<file path="config.mk">
export PLATFORM = sky130hd
export DESIGN_NAME = riscv_fetch_stage
export DESIGN_NICKNAME = d
export VERILOG_FILES = /design/src/rtl/riscv_fetch_stage_pkg.sv /design/src/rtl/riscv_fetch_holdbuf.sv /design/src/rtl/riscv_fetch_stage.sv
export SDC_FILE = /design/constraint.sdc
export NUM_CORES = 1
export LEC_CHECK = 0
export BUFFER_PORTS_ARGS = -buffer_cell sky130_fd_sc_hd__buf_2
export CAP_MARGIN = 20
export CORE_MARGIN = 2
export CORE_UTILIZATION = 56
export CTS_CLUSTER_SIZE = 8
export DETAILED_ROUTE_END_ITERATION = 10
export PLACE_DENSITY_LB_ADDON = 0.1
export SYNTH_ARGS = -nofsm -noshare
export SYNTH_HDL_FRONTEND = slang
export SYNTH_SLANG_ARGS = --single-unit
</file>
<file path="constraint.sdc">
create_clock -name clk_i -period 13 [get_ports clk_i]
set_input_delay 1.95 -clock clk_i [delete_from_list [all_inputs] [get_ports clk_i]]
set_output_delay 1.95 -clock clk_i [all_outputs]
set_load 0.005 [all_outputs]
</file>
<file path="src/rtl/riscv_fetch_stage_pkg.sv">
// Shared constants and types for the RISC-V fetch front end: FSM state
// encoding, instruction width, default reset PC and bubble word.
package riscv_fetch_stage_pkg;

    localparam int unsigned ILEN                 = 32;
    localparam logic [31:0] DEFAULT_RESET_PC     = 32'h0000_0000;
    localparam logic [31:0] DEFAULT_BUBBLE_INSTR = 32'h0000_0000;

    typedef enum logic [1:0] {
        S_REQ  = 2'd0,  // may issue a request for pc
        S_WAIT = 2'd1,  // request granted, response outstanding
        S_HOLD = 2'd2,  // response parked because IF/ID was stalled
        S_KILL = 2'd3   // redirected while outstanding; drop next response
    } fetch_state_e;

    // Performance counters stick at all-ones instead of wrapping.
    function automatic logic [31:0] sat_inc(input logic [31:0] value);
        return (value == 32'hFFFF_FFFF) ? value : value + 32'd1;
    endfunction

endpackage

</file>
<file path="src/rtl/riscv_fetch_holdbuf.sv">
// One-entry {instr, pc} parking slot used when a response arrives while IF/ID
// is stalled. Outputs come straight from flops: a load shows up next cycle.
module riscv_fetch_holdbuf
    import riscv_fetch_stage_pkg::*;
#(
    parameter int unsigned XLEN = 32
) (
    input  logic            clk_i,
    input  logic            rst_n_i,
    input  logic            load_i,
    input  logic            drain_i,
    input  logic            clear_i,
    input  logic [ILEN-1:0] instr_i,
    input  logic [XLEN-1:0] pc_i,
    output logic            valid_o,
    output logic [ILEN-1:0] instr_o,
    output logic [XLEN-1:0] pc_o
);

    logic            valid_q, valid_d;
    logic [ILEN-1:0] instr_q, instr_d;
    logic [XLEN-1:0] pc_q, pc_d;

    // Next entry: load captures a word, drain or clear empties the slot.
    always_comb begin
        // NOTE: defaults first, so every path assigns every signal and no latch is inferred.
        valid_d = valid_q;
        instr_d = instr_q;
        pc_d    = pc_q;
        if (load_i) begin
            valid_d = 1'b1;
            instr_d = instr_i;
            pc_d    = pc_i;
        end else if (drain_i || clear_i) begin
            valid_d = 1'b0;
        end
    end

    // Entry storage; only the valid flag needs a reset value.
    always_ff @(posedge clk_i) begin
        // NOTE: non-blocking assignments so every flop samples pre-edge values.
        if (!rst_n_i) begin
            valid_q <= 1'b0;
        end else begin
            valid_q <= valid_d;
        end
        // NOTE: payload is not reset on purpose; valid_q qualifies every use of it.
        instr_q <= instr_d;
        pc_q    <= pc_d;
    end

    assign valid_o = valid_q;
    assign instr_o = instr_q;
    assign pc_o    = pc_q;

endmodule

</file>
<file path="src/rtl/riscv_fetch_stage.sv">
// RISC-V fetch stage: PC register, single-outstanding instruction-memory
// handshake, one-entry hold buffer and IF/ID register. Honours the hazard
// unit's PC_stall/IFID_stall/IFID_flush and branch redirects, and drops stale
// responses after a redirect. Define FETCH_PERF_CNT_EN to build the
// saturating fetch/kill counters; otherwise both count ports read zero.
module riscv_fetch_stage
    import riscv_fetch_stage_pkg::*;
#(
    parameter int unsigned     XLEN         = 32,
    parameter logic [XLEN-1:0] RESET_PC     = XLEN'(DEFAULT_RESET_PC),
    parameter logic [ILEN-1:0] BUBBLE_INSTR = DEFAULT_BUBBLE_INSTR
) (
    input  logic            clk_i,
    input  logic            rst_n_i,
    input  logic            PC_stall_i,
    input  logic            IFID_stall_i,
    input  logic            IFID_flush_i,
    input  logic            Branch_taken_i,
    input  logic [XLEN-1:0] Branch_target_i,
    output logic            imem_req_o,
    output logic [XLEN-1:0] imem_addr_o,
    input  logic            imem_gnt_i,
    input  logic            imem_rvalid_i,
    input  logic [ILEN-1:0] imem_rdata_i,
    output logic [ILEN-1:0] ID_instr_o,
    output logic [XLEN-1:0] ID_pc_o,
    output logic            ID_valid_o,
    output logic [31:0]     fetch_count_o,
    output logic [31:0]     kill_count_o
);

    fetch_state_e    state_q, state_d;
    logic [XLEN-1:0] pc_q, pc_d;
    logic [XLEN-1:0] fetch_pc_q, fetch_pc_d;
    logic [ILEN-1:0] ifid_instr_q, ifid_instr_d;
    logic [XLEN-1:0] ifid_pc_q, ifid_pc_d;
    logic            ifid_valid_q, ifid_valid_d;

    logic            hb_load, hb_drain, hb_clear, hb_valid;
    logic [ILEN-1:0] hb_instr;
    logic [XLEN-1:0] hb_pc;
    logic            ifid_take_rsp, ifid_take_hb;
    logic [XLEN-1:0] target_aligned;

    assign target_aligned = Branch_target_i & ~XLEN'(3);

    // State, PC and IF/ID registers.
    always_ff @(posedge clk_i) begin
        if (!rst_n_i) begin
            state_q      <= S_REQ;
            pc_q         <= RESET_PC;
            fetch_pc_q   <= RESET_PC;
            ifid_instr_q <= BUBBLE_INSTR;
            ifid_pc_q    <= '0;
            ifid_valid_q <= 1'b0;
        end else begin
            state_q      <= state_d;
            pc_q         <= pc_d;
            fetch_pc_q   <= fetch_pc_d;
            ifid_instr_q <= ifid_instr_d;
            ifid_pc_q    <= ifid_pc_d;
            ifid_valid_q <= ifid_valid_d;
        end
    end

    // Next state, PC update and hold-buffer control.
    always_comb begin
        state_d       = state_q;
        pc_d          = pc_q;
        fetch_pc_d    = fetch_pc_q;
        hb_load       = 1'b0;
        hb_drain      = 1'b0;
        hb_clear      = 1'b0;
        ifid_take_rsp = 1'b0;
        case (state_q)
            S_REQ: begin
                if (Branch_taken_i) begin
                    pc_d = target_aligned;
                end else if (imem_req_o && imem_gnt_i) begin
                    fetch_pc_d = pc_q;
                    pc_d       = pc_q + XLEN'(4);
                    state_d    = S_WAIT;
                end
            end
            S_WAIT: begin
                if (imem_rvalid_i) begin
                    state_d = S_REQ;
                    if (Branch_taken_i) begin
                        pc_d = target_aligned;
                    end else if (IFID_flush_i || !IFID_stall_i) begin
                        ifid_take_rsp = !IFID_flush_i;
                    end else begin
                        hb_load = 1'b1;
                        state_d = S_HOLD;
                    end
                end else if (Branch_taken_i) begin
                    pc_d    = target_aligned;
                    state_d = S_KILL;
                end
            end
            S_HOLD: begin
                // The parked word is younger than any redirect or flush.
                if (Branch_taken_i || IFID_flush_i) begin
                    hb_clear = 1'b1;
                    state_d  = S_REQ;
                    if (Branch_taken_i) begin
                        pc_d = target_aligned;
                    end
                end else if (!IFID_stall_i) begin
                    hb_drain = 1'b1;
                    state_d  = S_REQ;
                end
            end
            S_KILL: begin
                if (Branch_taken_i) begin
                    pc_d = target_aligned;
                end
                if (imem_rvalid_i) begin
                    state_d = S_REQ;
                end
            end
            default: state_d = S_REQ;
        endcase
    end

    // Memory-side outputs; no request while reset is held.
    always_comb begin
        imem_req_o  = rst_n_i && (state_q == S_REQ) && !PC_stall_i && !Branch_taken_i;
        imem_addr_o = pc_q;
    end

    // IF/ID priority: flush > stall > response > hold buffer > bubble.
    always_comb begin
        ifid_take_hb = hb_drain && hb_valid;
        ifid_instr_d = BUBBLE_INSTR;
        ifid_pc_d    = '0;
        ifid_valid_d = 1'b0;
        if (IFID_flush_i) begin
            ifid_valid_d = 1'b0;
        end else if (IFID_stall_i) begin
            ifid_instr_d = ifid_instr_q;
            ifid_pc_d    = ifid_pc_q;
            ifid_valid_d = ifid_valid_q;
        end else if (ifid_take_rsp) begin
            ifid_instr_d = imem_rdata_i;
            ifid_pc_d    = fetch_pc_q;
            ifid_valid_d = 1'b1;
        end else if (ifid_take_hb) begin
            ifid_instr_d = hb_instr;
            ifid_pc_d    = hb_pc;
            ifid_valid_d = 1'b1;
        end
    end

    riscv_fetch_holdbuf #(
        .XLEN (XLEN)
    ) u_holdbuf (
        .clk_i   (clk_i),
        .rst_n_i (rst_n_i),
        .load_i  (hb_load),
        .drain_i (hb_drain),
        .clear_i (hb_clear),
        .instr_i (imem_rdata_i),
        .pc_i    (fetch_pc_q),
        .valid_o (hb_valid),
        .instr_o (hb_instr),
        .pc_o    (hb_pc)
    );

    assign ID_instr_o = ifid_instr_q;
    assign ID_pc_o    = ifid_pc_q;
    assign ID_valid_o = ifid_valid_q;

`ifdef FETCH_PERF_CNT_EN
    logic        fetch_evt, kill_evt;
    logic [31:0] fetch_cnt_q, fetch_cnt_d;
    logic [31:0] kill_cnt_q, kill_cnt_d;

    // Count words entering IF/ID and every discarded response.
    always_comb begin
        fetch_evt   = ifid_take_rsp || ifid_take_hb;
        kill_evt    = hb_clear ||
                      (imem_rvalid_i && ((state_q == S_KILL) ||
                       ((state_q == S_WAIT) && (Branch_taken_i || IFID_flush_i))));
        fetch_cnt_d = fetch_evt ? sat_inc(fetch_cnt_q) : fetch_cnt_q;
        kill_cnt_d  = kill_evt  ? sat_inc(kill_cnt_q)  : kill_cnt_q;
    end

    // Counter registers.
    always_ff @(posedge clk_i) begin
        if (!rst_n_i) begin
            fetch_cnt_q <= '0;
            kill_cnt_q  <= '0;
        end else begin
            fetch_cnt_q <= fetch_cnt_d;
            kill_cnt_q  <= kill_cnt_d;
        end
    end

    assign fetch_count_o = fetch_cnt_q;
    assign kill_count_o  = kill_cnt_q;
`else
    assign fetch_count_o = '0;
    assign kill_count_o  = '0;
`endif

endmodule

</file>
# Word-level counts from Yosys, hierarchy flattened
# Index checks and enable logic that the tools add are counted.
dict set report op_classes {
  n_addsub 1
  eq_ne 10
  n_mux 36
  bitwise 2
  reduce_logical 19
}
# operator count
set ops {}
lappend ops {{2-to-1 mux 32 bit} 8}
lappend ops {{one-hot mux 32 bit (3 select lines)} 1}
lappend ops {{adder 32 x 3 -> 32 bit (second input constant)} 1}
lappend ops {{2-to-1 mux 2 bit} 9}
lappend ops {{2-to-1 mux 1 bit} 17}
lappend ops {{!= test 3 bit (second input constant)} 3}
lappend ops {{!= test 2 bit (second input constant)} 4}
lappend ops {{one-hot mux 2 bit (4 select lines)} 1}
lappend ops {{logical AND 1 bit} 5}
lappend ops {{AND reduction 5 bit} 1}
lappend ops {{equality test 2 bit (second input constant)} 2}
lappend ops {{zero test 1 bit} 4}
lappend ops {{OR reduction 2 bit} 2}
lappend ops {{logical OR 1 bit} 3}
lappend ops {{AND reduction 3 bit} 1}
lappend ops {{equality test 2 x 1 -> 1 bit (second input constant)} 1}
lappend ops {{zero test 2 bit} 1}
lappend ops {{inverter 1 bit} 2}
lappend ops {{AND reduction 2 bit} 1}
lappend ops {{nonzero test 2 bit} 1}
dict set report totals {
  reg_bits 196
  out_inout_bits 162
}

# Logic depth before layout (Yosys ltp)
# Gate-level depths: netlist of run 1.
dict set report depth {
  word_depth 8
  depth_mapped 7
  mapped_depth_nobuf 5
}

# By module
# A second synthesis of run 1 with hierarchy kept.
dict set report unflattened {
  cells_unflattened 779
  hier_area_um2 8080.2
}
# module n_inst cells_each area_per_inst_um2 seq_area_each_um2
set by_module_without_submodules {}
lappend by_module_without_submodules {riscv_fetch_stage 1 712 6118.4 2542.4}
lappend by_module_without_submodules {riscv_fetch_holdbuf 1 67 1961.9 1941.9}

# Least setup slack after synthesis of run 1
# OpenSTA, ideal clock, no wires.
dict set report synth_timing {
  path_kind {input port to flip-flop}
  from {in Branch_taken_i}
  to {reg u_holdbuf.instr_q[0], in the netlist u_holdbuf.instr_o[0] (enable)}
  setup_ns 0.482
  arrival_ns 5.264
  t_required_ns 12.518
  setup_slack_ns 7.254
  path_stages 3
  n_path_buf 1
  path_cell_list {clkbuf_1 > or3b_2 > nor2_1}
}
dict set report synth_between {
  elab_chain_cells 3
}
# element line
set synth_lines {}
lappend synth_lines {{start, declared} riscv_fetch_stage.sv:18} ;# input logic Branch_taken_i,
lappend synth_lines {{2-to-1 mux 1 bit} riscv_fetch_stage.sv:88} ;# if (Branch_taken_i) begin
lappend synth_lines {{2-to-1 mux 1 bit} riscv_fetch_stage.sv:86} ;# if (imem_rvalid_i) begin
lappend synth_lines {{2-to-1 mux 1 bit} riscv_fetch_stage.sv:75} ;# case (state_q)
lappend synth_lines {{named net hb_load} riscv_fetch_stage.sv:39} ;# logic hb_load, hb_drain, hb_clear, hb_valid;
lappend synth_lines {{end signal, assigned} riscv_fetch_holdbuf.sv:48} ;# instr_q <= instr_d;
lappend synth_lines {{end, declared} riscv_fetch_holdbuf.sv:21} ;# logic [ILEN-1:0] instr_q, instr_d;
# The timed path passes the listed nets, and every way through them passes these cells.
# A chain may end at the register's enable or synchronous reset.

# Final worst setup path of run 1
dict set report layout_timing {
  from {in rst_n_i}
  to {out imem_req_o}
}
dict set report layout_between {
  elab_chain_cells 3
}
# element line
set layout_lines {}
lappend layout_lines {{start, declared} riscv_fetch_stage.sv:14} ;# input logic rst_n_i,
lappend layout_lines {{logical AND 1 bit (3 in a row)} riscv_fetch_stage.sv:128} ;# imem_req_o = rst_n_i && (state_q == S_REQ) && !PC_stall_i && !Branch_taken_i;
lappend layout_lines {{end, declared} riscv_fetch_stage.sv:20} ;# output logic imem_req_o,
# Every way passes these cells.

==> impl_metrics.env, run 1 <==
export IMPL_slew_viol_final=0
export IMPL_cts_resized=0
export IMPL_power_switching_w=0.0002762
export IMPL_antenna_left=0
export IMPL_die_w_um=123.0
export IMPL_syn_avg_cell_area_um2=10.09
export IMPL_pwr_share_comb_pct=5.6
export IMPL_rsz0062_at_grt="false"
export IMPL_power_share_clock_pct=43.5
export IMPL_portBuffers=165
export IMPL_post_cts_buffers=0
export IMPL_r2r_setup_slack_ps=10350
export IMPL_avgViaCountPerCell=5.906
export IMPL_yosysWarnings=0
export IMPL_synthSimpleGateAreaFrac_pct=16.16
export IMPL_finalCriticalPeriod_ps=5305
export IMPL_synth_adder_area_share_pct=0.1577
export IMPL_drt_pre_antenna_iters=7
export IMPL_synth_top_family_by_area="compound AO/OA/AOI/OAI gates"
export IMPL_synth_seq_cells=189
export IMPL_synth_area_um2=7934
export IMPL_fmax_ghz=0.1885
export IMPL_area_growth_pct=15.63
export IMPL_cts_buffers=17
export IMPL_cp_arrival_ps=3360
export IMPL_synth_compound_area_share_pct=17.65
export IMPL_crit_required_ps=11050
export IMPL_n_antenna_cell=0
export IMPL_core_um2=13880
export IMPL_crit_fanout=30
export IMPL_synthMuxAreaShare_pct=0.1262
export IMPL_final_cell_count_no_fill=1107
export IMPL_clockBufferDepth=2
export IMPL_p_per_area_nw_per_um2=135.2
export IMPL_grt_antenna_before_repair=0
export IMPL_cp_start_kind="input port"
export IMPL_fp_dieH_um=123.0
export IMPL_start_util_pct=57.16
export IMPL_clk_pin_slew_ps=70
export IMPL_holdPathStages=0
export IMPL_relSlewSlack_pct=35.01
export IMPL_clkSinkCount=189
export IMPL_drv_cap=0
export IMPL_worstMarginPinSlew_ps=974.8
export IMPL_drt_total_wl_um=19540
export IMPL_root_buffer="clkbuf_16"
export IMPL_clock_skew_ps=7.987
export IMPL_min_to="u_holdbuf.pc_o[5]"
export IMPL_async_reset_ff_share_pct=0
export IMPL_nets=987
export IMPL_synth_xor_area_share_pct=0.1104
export IMPL_end_kind="primary output"
export IMPL_h_tree_depth=4
export IMPL_path_class="in -> out"
export IMPL_gp_congestion=0.8888
export IMPL_outcome="completed"
export IMPL_r2r_start="imem_addr_o[2]"
export IMPL_hold_start="fetch_pc_q[5]"
export IMPL_dieArea_um2=15140
export IMPL_grt_pass1_vias=5890
export IMPL_dp_cells=1074
export IMPL_p_int_w=0.0009637
export IMPL_setup_viol=0
export IMPL_grt_max_degree=67
export IMPL_vias=6538
export IMPL_p_sw_share_pct=22.27
export IMPL_drt_iter0_markers=764
export IMPL_ios=234
export IMPL_detail_route_wl_per_cell_um=17.65
export IMPL_finalCritPeriodShare_pct=40.81
export IMPL_r2r_end="imem_addr_o[26]"
export IMPL_leakage_nw=3.558
export IMPL_cts_tree="yes"
export IMPL_drc=0
export IMPL_ir_drop_uv=97.16
export IMPL_hp_class="reg -> reg"
export IMPL_rows=43
export IMPL_synth_cells=786
export IMPL_hold_viol_final=0
export IMPL_synth_main_ff_cell="dfxtp_1"
export IMPL_overflow=0
export IMPL_reg2regPathDepth=5
export IMPL_cts_hold_buf=0
export IMPL_tns_ps=0
export IMPL_grt_pass1_wl_um=29680
export IMPL_hpwl_um=12460
export IMPL_finalPower_w=0.001240
export IMPL_synth_distinct_cells=64
export IMPL_grt_usage_pct=24.95
export IMPL_synth_edf_count=62
export IMPL_yosysSeqAreaShare_pct=55.51
export IMPL_clock_latency_ps=430
export IMPL_drive_above_1_share_pct=23.41
export IMPL_power_frac_seq_pct=50.9
[cells in the mapped netlist, drive strengths merged, types with 5 or more instances]
| library cell | number | share of area (%) |
|---|---|---|
| a21oi | 49 | 3.1 |
| a222oi | 62 | 7.8 |
| a22oi | 6 | 0.57 |
| a311oi | 5 | 0.55 |
| a31oi | 7 | 0.55 |
| and2 | 10 | 0.79 |
| buf | 75 | 6.8 |
| clkbuf | 54 | 3.0 |
| dfxtp | 127 | 32 |
| edfxtp | 62 | 23 |
| inv | 7 | 0.33 |
| nand2 | 86 | 4.1 |
| nand3 | 17 | 1.1 |
| nand4 | 12 | 1.1 |
| nor2 | 89 | 4.2 |
| nor3 | 14 | 0.88 |
| nor3b | 5 | 0.47 |
| nor4 | 10 | 0.79 |
| o21ai | 23 | 1.5 |
[routing by layer]
metal | vias up | share of wire [%] | global-route usage (%)
li1 | 3071 | - | -
met5 | - | 0 | 0
met1 | 3117 | 44 | 34.79
met3 | 26 | 9.2 | 6.181
met2 | 324 | 45 | 37.71
met4 | 0 | 1.2 | 9.375
[worst max path at each step]
| stage | startpoint | end | slack (ps) |
|---|---|---|---|
| 2_1_floorplan | Branch_taken_i | u_holdbuf.instr_o[0] | 7250 |
| 3_3_place_gp | rst_n_i | imem_req_o | 7710 |
| 3_5_place_dp | rst_n_i | imem_req_o | 7710 |
| 4_1_cts | rst_n_i | imem_req_o | 7710 |
| 5_1_grt | rst_n_i | imem_req_o | 7650 |
| 6_report | rst_n_i | imem_req_o | 7690 |
[through the flow]
stage          area [µm²]  utilization (%)  hold WS (ps)  setup WS, ps
2_1_floorplan        8178                -         430.9          7254
3_3_place_gp         8522            61.39         434.6          7712
3_5_place_dp         8522            61.39         442.8          7707
4_1_cts              9146            65.89         454.0          7708
5_1_grt              9174            66.09         460.8          7651
6_report             9174            66.09         458.4          7695
[cell type report]
cell class | count | area (µm²)
clock buffer | 24 | 524.3
clock inverter | 8 | 100.1
fill | 1125 | 4707
inverter | 7 | 26.28
multi-input combinational | 525 | 2980
sequential | 189 | 4404
tap | 180 | 225.2
timing repair buffer | 174 | 913.4
[registers in the layout, summed over array words and instances, names as in the netlist]
register / cells
ID_instr_o: 32
u_holdbuf.instr_o: 32
ID_pc_o: 31
fetch_pc_q: 30
imem_addr_o: 30
u_holdbuf.pc_o: 30
state_q: 2
ID_valid_o: 1
u_holdbuf.valid_o: 1
[kinds of logic (layout without fill, tap and decap cells)]
family / count (synthesis) / in the layout
adder cells (fa/ha/maj): 1 / 1
AND/OR/NAND/NOR: 270 / 270
other: 1 / 66
XOR/XNOR: 1 / 1
multiplexers: 1 / 1
flip-flops: 189 / 189
buffers and inverters: 137 / 213
AO/OA/AOI/OAI: 186 / 186
[power groups by stage]
stage | sequential [W] | clock, W | combinational [W]
final | 0.000631 | 0.000539 | 0.0000699
after global routing | 0.000632 | 0.000568 | 0.0000772
after CTS | 0.000630 | 0.000546 | 0.0000683
after detailed placement | 0.000643 | 0 | 0.0000681
after global placement | 0.000643 | 0 | 0.0000661
after floorplan | 0.000638 | 0 | 0.0000566
[critical path, stage by stage]
cell and delay [ps]:
buf_2 450, or4b_2 720, nor2_1 110, buf_2 120
[layout by cell type (no fill, tap or decap), types with 10 or more instances in the layout]
cell type / Yosys / layout
o21ai_0: 23 / 23
nor4_1: 10 / 10
a222oi_1: 62 / 62
nand3_1: 17 / 17
nor2_1: 89 / 88
nor3_1: 14 / 14
clkbuf_16: 0 / 19
a21oi_1: 49 / 49
edfxtp_1: 62 / 62
buf_2: 1 / 165
nand4_1: 11 / 11
nand2_1: 86 / 86
dfxtp_1: 127 / 127
conb_1: 1 / 66
Note: power is estimated with default switching activity, not from simulation.
==> run 2: changes to the inputs <==
--- a/config.mk
+++ b/config.mk
@@ -8,7 +8,7 @@
 export BUFFER_PORTS_ARGS = -buffer_cell sky130_fd_sc_hd__buf_2
 export CAP_MARGIN = 20
 export CORE_MARGIN = 2
-export CORE_UTILIZATION = 56
+export CORE_UTILIZATION = 52
 export CTS_CLUSTER_SIZE = 8
 export DETAILED_ROUTE_END_ITERATION = 10
 export PLACE_DENSITY_LB_ADDON = 0.1
==> constraint.sdc (replaced) <==
create_clock -name clk_i -period 5 [get_ports clk_i]
set_input_delay 0.75 -clock clk_i [delete_from_list [all_inputs] [get_ports clk_i]]
set_output_delay 0.75 -clock clk_i [all_outputs]
set_load 0.005 [all_outputs]
==> impl_metrics.env, run 2 (synthesized netlist as in run 1, its figures left out) <==
export IMPL_dieArea_um2=16260
export IMPL_nets=986
export IMPL_vias=6556
export IMPL_setup_viol=0
export IMPL_fmax_ghz=0.3417
export IMPL_leakage_nw=3.535
export IMPL_avgViaCountPerCell=5.885
export IMPL_drc=0
export IMPL_relSlewSlack_pct=31.20
export IMPL_gp_congestion=0.9199
export IMPL_crit_fanout=30
export IMPL_cts_tree="yes"
export IMPL_crit_top_cell="buf_2"
export IMPL_critPathSlowestCell="or4b_2"
export IMPL_cts_hold_buf=0
export IMPL_rsz0062_at_grt="false"
export IMPL_clockBufferDepth=2
export IMPL_crit_family="simple AND/OR/NAND/NOR gates"
export IMPL_drt_total_wl_um=19600
export IMPL_finalCriticalPeriod_ps=2927
export IMPL_ios=234
export IMPL_cp_cell_sequence="buf_2 -> or4b_2 -> nor2_1 -> buf_2"
export IMPL_core_um2=15030
export IMPL_h_tree_depth=4
export IMPL_grt_max_degree=67
export IMPL_grt_usage_pct=23.22
export IMPL_slowest_delay_ps=740
export IMPL_post_cts_buffers=0
export IMPL_grt_pass1_wl_um=30290
export IMPL_clock_latency_ps=430
export IMPL_hp_class="reg -> reg"
export IMPL_antenna_left=0
export IMPL_detail_route_wl_per_cell_um=17.60
export IMPL_grt_pass1_vias=5969
export IMPL_p_per_area_nw_per_um2=351.8
export IMPL_tns_ps=0
export IMPL_root_buffer="clkbuf_16"
export IMPL_cp_start_kind="input port"
export IMPL_portBuffers=165
export IMPL_critical_path_buf_inv_count=2
export IMPL_start_util_pct=52.78
export IMPL_cp_arrival_ps=2180
export IMPL_register_area_um2=4404
export IMPL_pre_cts_ws_ps=1806
export IMPL_clock_skew_ps=7.626
export IMPL_area_growth_pct=15.20
export IMPL_outcome="completed"
export IMPL_final_cell_mix="buf_2, dfxtp_1, nor2_1, nand2_1, conb_1"
export IMPL_fill_cells=1275
export IMPL_path_class="in -> out"
export IMPL_finalCritPeriodShare_pct=58.53
export IMPL_overflow=0
export IMPL_clkSinkCount=189
export IMPL_setup_ws_ps=2073
export IMPL_cts_resized=0
export IMPL_end_kind="primary output"
export IMPL_drv_cap=0
export IMPL_ir_drop_uv=236.5
export IMPL_drive_above_1_share_pct=23.22
export IMPL_final_common_cell="buf_2"
export IMPL_slew_viol_final=0
export IMPL_n_antenna_cell=0
export IMPL_fp_dieH_um=127.5
export IMPL_crit_required_ps=4250
export IMPL_grt_antenna_before_repair=0
export IMPL_hold_viol_final=0
export IMPL_drt_pre_antenna_iters=8
export IMPL_worstMarginPinSlew_ps=1029
export IMPL_rows=45
export IMPL_multiInputGateArea_um2=2980
export IMPL_hpwl_um=12760
export IMPL_die_w_um=127.5
export IMPL_drt_iter0_markers=751
export IMPL_clk_pin_slew_ps=60
export IMPL_finalPower_w=0.003215
export IMPL_cts_buffers=17
==> run 2: changes by cell type in the layout (fill, tap and decap cells not counted), sizes merged <==
| cell | previous run | this run |
|---|---|---|
| buf | 174 | 173 |
| bufinv | 2 | 4 |
| clkbuf | 24 | 20 |
| clkinv | 3 | 7 |
| inv | 10 | 8 |
==> run 2: area by class of cell <==
type                            instances  share of cell area [%]
Clock inverter                         12                   1.875
Timing Repair Buffer                  173                   9.692
Clock buffer                           20                   4.778
Sequential cell                       189                   48.19
Tap cell                              188                   2.574
Multi-Input combinational cell        525                   32.61
Inverter                                7                  0.2875
==> run 2: stage by stage <==
step / cells / utilization [%] / hold slack, ps / instance area, µm²
3_3_place_gp: 1082 / 56.75 / 436.4 / 8532
6_report: 1114 / 60.80 / 457.3 / 9140
5_1_grt: 1114 / 60.80 / 480.0 / 9140
2_1_floorplan: 851 / - / 430.9 / 8178
3_5_place_dp: 1082 / 56.75 / 442.0 / 8532
4_1_cts: 1114 / 60.80 / 458.3 / 9140
==> run 2: worst register-to-register path: stages, from the launching register on <==
cell      delay, ps
dfxtp_1         410
nor4b_4         890
a21o_1          660
nand2_1         410
o221ai_1        280
==> run 2: where the power goes <==
group	total (W)	internal, W	switching [W]	leakage, nW
clock	0.00140	0.000836	0.000561	0.302
combinational	0.000178	0.0000657	0.000112	1.67
sequential	0.00164	0.00160	0.0000402	1.56
==> run 2: path summary, 6_finish.rpt <==
| kind | startpoint | end | slack, ps | depth (start not counted) |
|---|---|---|---|---|
| max reg2reg | state_q[0] | imem_addr_o[20] | 2270 | 4 |
| min | fetch_pc_q[14] | u_holdbuf.pc_o[14] | 460 | 0 |
| max | rst_n_i | imem_req_o | 2070 | 4 |
| min reg2reg | fetch_pc_q[14] | u_holdbuf.pc_o[14] | 460 | 0 |
==> run 2: per-layer routing <==
| metal | GRT usage [%] | routed length, µm |
|---|---|---|
| met5 | 0 | 0 |
| met2 | 35.73 | 9013 |
| met4 | 8.468 | 299 |
| met1 | 32.55 | 8648 |
| met3 | 4.858 | 1641 |
==> run 3: changes to the inputs <==
--- a/config.mk
+++ b/config.mk
@@ -8,7 +8,7 @@
 export BUFFER_PORTS_ARGS = -buffer_cell sky130_fd_sc_hd__buf_2
 export CAP_MARGIN = 20
 export CORE_MARGIN = 2
-export CORE_UTILIZATION = 52
+export CORE_UTILIZATION = 47
 export CTS_CLUSTER_SIZE = 8
 export DETAILED_ROUTE_END_ITERATION = 10
 export PLACE_DENSITY_LB_ADDON = 0.1
==> constraint.sdc (replaced) <==
create_clock -name clk_i -period 2.4 [get_ports clk_i]
set_input_delay 0.36 -clock clk_i [delete_from_list [all_inputs] [get_ports clk_i]]
set_output_delay 0.36 -clock clk_i [all_outputs]
set_load 0.005 [all_outputs]
==> impl_metrics.env, run 3 (synthesized netlist as in run 1, its figures left out) <==
export IMPL_final_cell_count_no_fill=1174
export IMPL_overflow=0
export IMPL_final_common_cell="buf_2"
export IMPL_post_cts_buffers=0
export IMPL_gp_congestion=0.9831
export IMPL_slew_viol_final=0
export IMPL_leakage_nw=3.708
export IMPL_antenna_left=0
export IMPL_end_kind="flop"
export IMPL_clock_latency_ps=430
export IMPL_core_um2=16520
export IMPL_setup_viol=0
export IMPL_drive_above_1_share_pct=25.58
export IMPL_cts_hold_buf=0
export IMPL_die_w_um=133.9
export IMPL_path_class="reg -> reg"
export IMPL_clockBufferDepth=2
export IMPL_avgViaCountPerCell=5.659
export IMPL_drt_pre_antenna_iters=8
export IMPL_drv_cap=0
export IMPL_clkSinkCount=189
export IMPL_cts_resized=0
export IMPL_worstMarginPinSlew_ps=724.6
export IMPL_portBuffers=165
export IMPL_cp_arrival_ps=2590
export IMPL_rows=47
export IMPL_hold_viol_final=0
export IMPL_grt_pass1_wl_um=32100
export IMPL_drt_iter0_markers=647
export IMPL_rsz0062_at_grt="false"
export IMPL_finalCriticalPeriod_ps=2240
export IMPL_ir_drop_uv=528.1
export IMPL_crit_fanout=9
export IMPL_grt_antenna_before_repair=0
export IMPL_p_per_area_nw_per_um2=736.9
export IMPL_slowest_delay_ps=710
export IMPL_hp_class="in -> reg"
export IMPL_h_tree_depth=4
export IMPL_r2r_end="imem_addr_o[26]"
export IMPL_grt_max_degree=65
export IMPL_cts_buffers=17
export IMPL_root_buffer="clkbuf_16"
export IMPL_r2r_setup_slack_ps=160
export IMPL_grt_usage_pct=22.43
export IMPL_final_cell_mix="buf_2, dfxtp_1, nor2_1, nand2_1, conb_1"
export IMPL_crit_end="imem_addr_o[26]"
export IMPL_clock_skew_ps=7.136
export IMPL_crit_top_cell="or4_1"
export IMPL_relSlewSlack_pct=51.69
export IMPL_clk_pin_slew_ps=70
export IMPL_grt_pass1_vias=6179
export IMPL_drt_total_wl_um=20910
export IMPL_r2r_start="imem_addr_o[9]"
export IMPL_area_growth_pct=19.92
export IMPL_cp_cell_sequence="nand4_4 -> or4_1 -> or4_1 -> a31oi_1"
export IMPL_dp_cells=1143
export IMPL_cts_tree="yes"
export IMPL_reg2regPathDepth=4
export IMPL_fp_dieH_um=133.9
export IMPL_vias=6644
export IMPL_nets=1015
export IMPL_tns_ps=0
export IMPL_cp_startpoint="imem_addr_o[9]"
export IMPL_finalCritPeriodShare_pct=93.34
export IMPL_setup_ws_ps=159.7
export IMPL_ios=234
export IMPL_outcome="completed"
export IMPL_n_antenna_cell=0
export IMPL_critPathSlowestCell="or4_1"
export IMPL_drc=0
export IMPL_pre_cts_ws_ps=184.7
export IMPL_detail_route_wl_per_cell_um=17.81
export IMPL_fmax_ghz=0.4464
export IMPL_crit_required_ps=2750
export IMPL_cp_start_kind="flop"
export IMPL_dieArea_um2=17940
export IMPL_start_util_pct=48.01
export IMPL_hpwl_um=14070
## run 3: layout make-up
class,instances,area [µm²]
Clock buffer,21,460.4
Clock inverter,10,211.5
Fill cell,1486,7010
Inverter,7,26.28
Multi-Input combinational cell,525,2983
Sequential cell,189,4404
Tap cell,220,275.3
Timing Repair Buffer,202,1154
## run 3: routing by layer
| layer | up-vias | track usage, % | wire [µm] |
|---|---|---|---|
| li1 | 3113 | - | - |
| met1 | 3169 | 31.18 | 8928 |
| met2 | 335 | 34.96 | 9809 |
| met3 | 27 | 4.195 | 1825 |
| met4 | 0 | 8.511 | 349 |
| met5 | - | 0 | 0 |
## run 3: how the worst min path moves through the flow
| stage | cells past startpoint | startpoint | end | slack [ps] |
|---|---|---|---|---|
| after floorplan | 0 | fetch_pc_q[10] | u_holdbuf.pc_o[10] | 430 |
| after global placement | 2 | ID_pc_o[1] | ID_pc_o[1] | 440 |
| after detailed placement | 2 | ID_pc_o[1] | ID_pc_o[1] | 440 |
| after CTS | 1 | imem_rdata_i[29] | u_holdbuf.instr_o[29] | 110 |
| after global routing | 1 | imem_rdata_i[21] | u_holdbuf.instr_o[21] | 110 |
| final | 1 | imem_rdata_i[29] | u_holdbuf.instr_o[29] | 130 |
## run 3: stage by stage
stage	utilization (%)	area [µm²]	total power, W	hold slack (ps)
after floorplan	-	8188	0.003762	430.9
after global placement	53.51	8842	0.003883	435.1
after detailed placement	53.51	8842	0.003892	440.7
after CTS	57.58	9514	0.007056	108.4
after global routing	57.58	9514	0.007233	108.8
final	57.58	9514	0.007011	126.3
## run 3: critical path: cells and delay by family, from the launching register on
kind	cells	cell delay (ps)
flip-flops	1	540
AND/OR/NAND/NOR	3	1450
AO/OA/AOI/OAI	1	180
## run 3: report_power, final
part / total (W) / switching [W] / internal (W)
registers: 0.00340 / 0.0000613 / 0.00333
logic: 0.000436 / 0.000271 / 0.000165
clock network: 0.00318 / 0.00117 / 0.00201
total: 0.00701 / 0.00150 / 0.00551
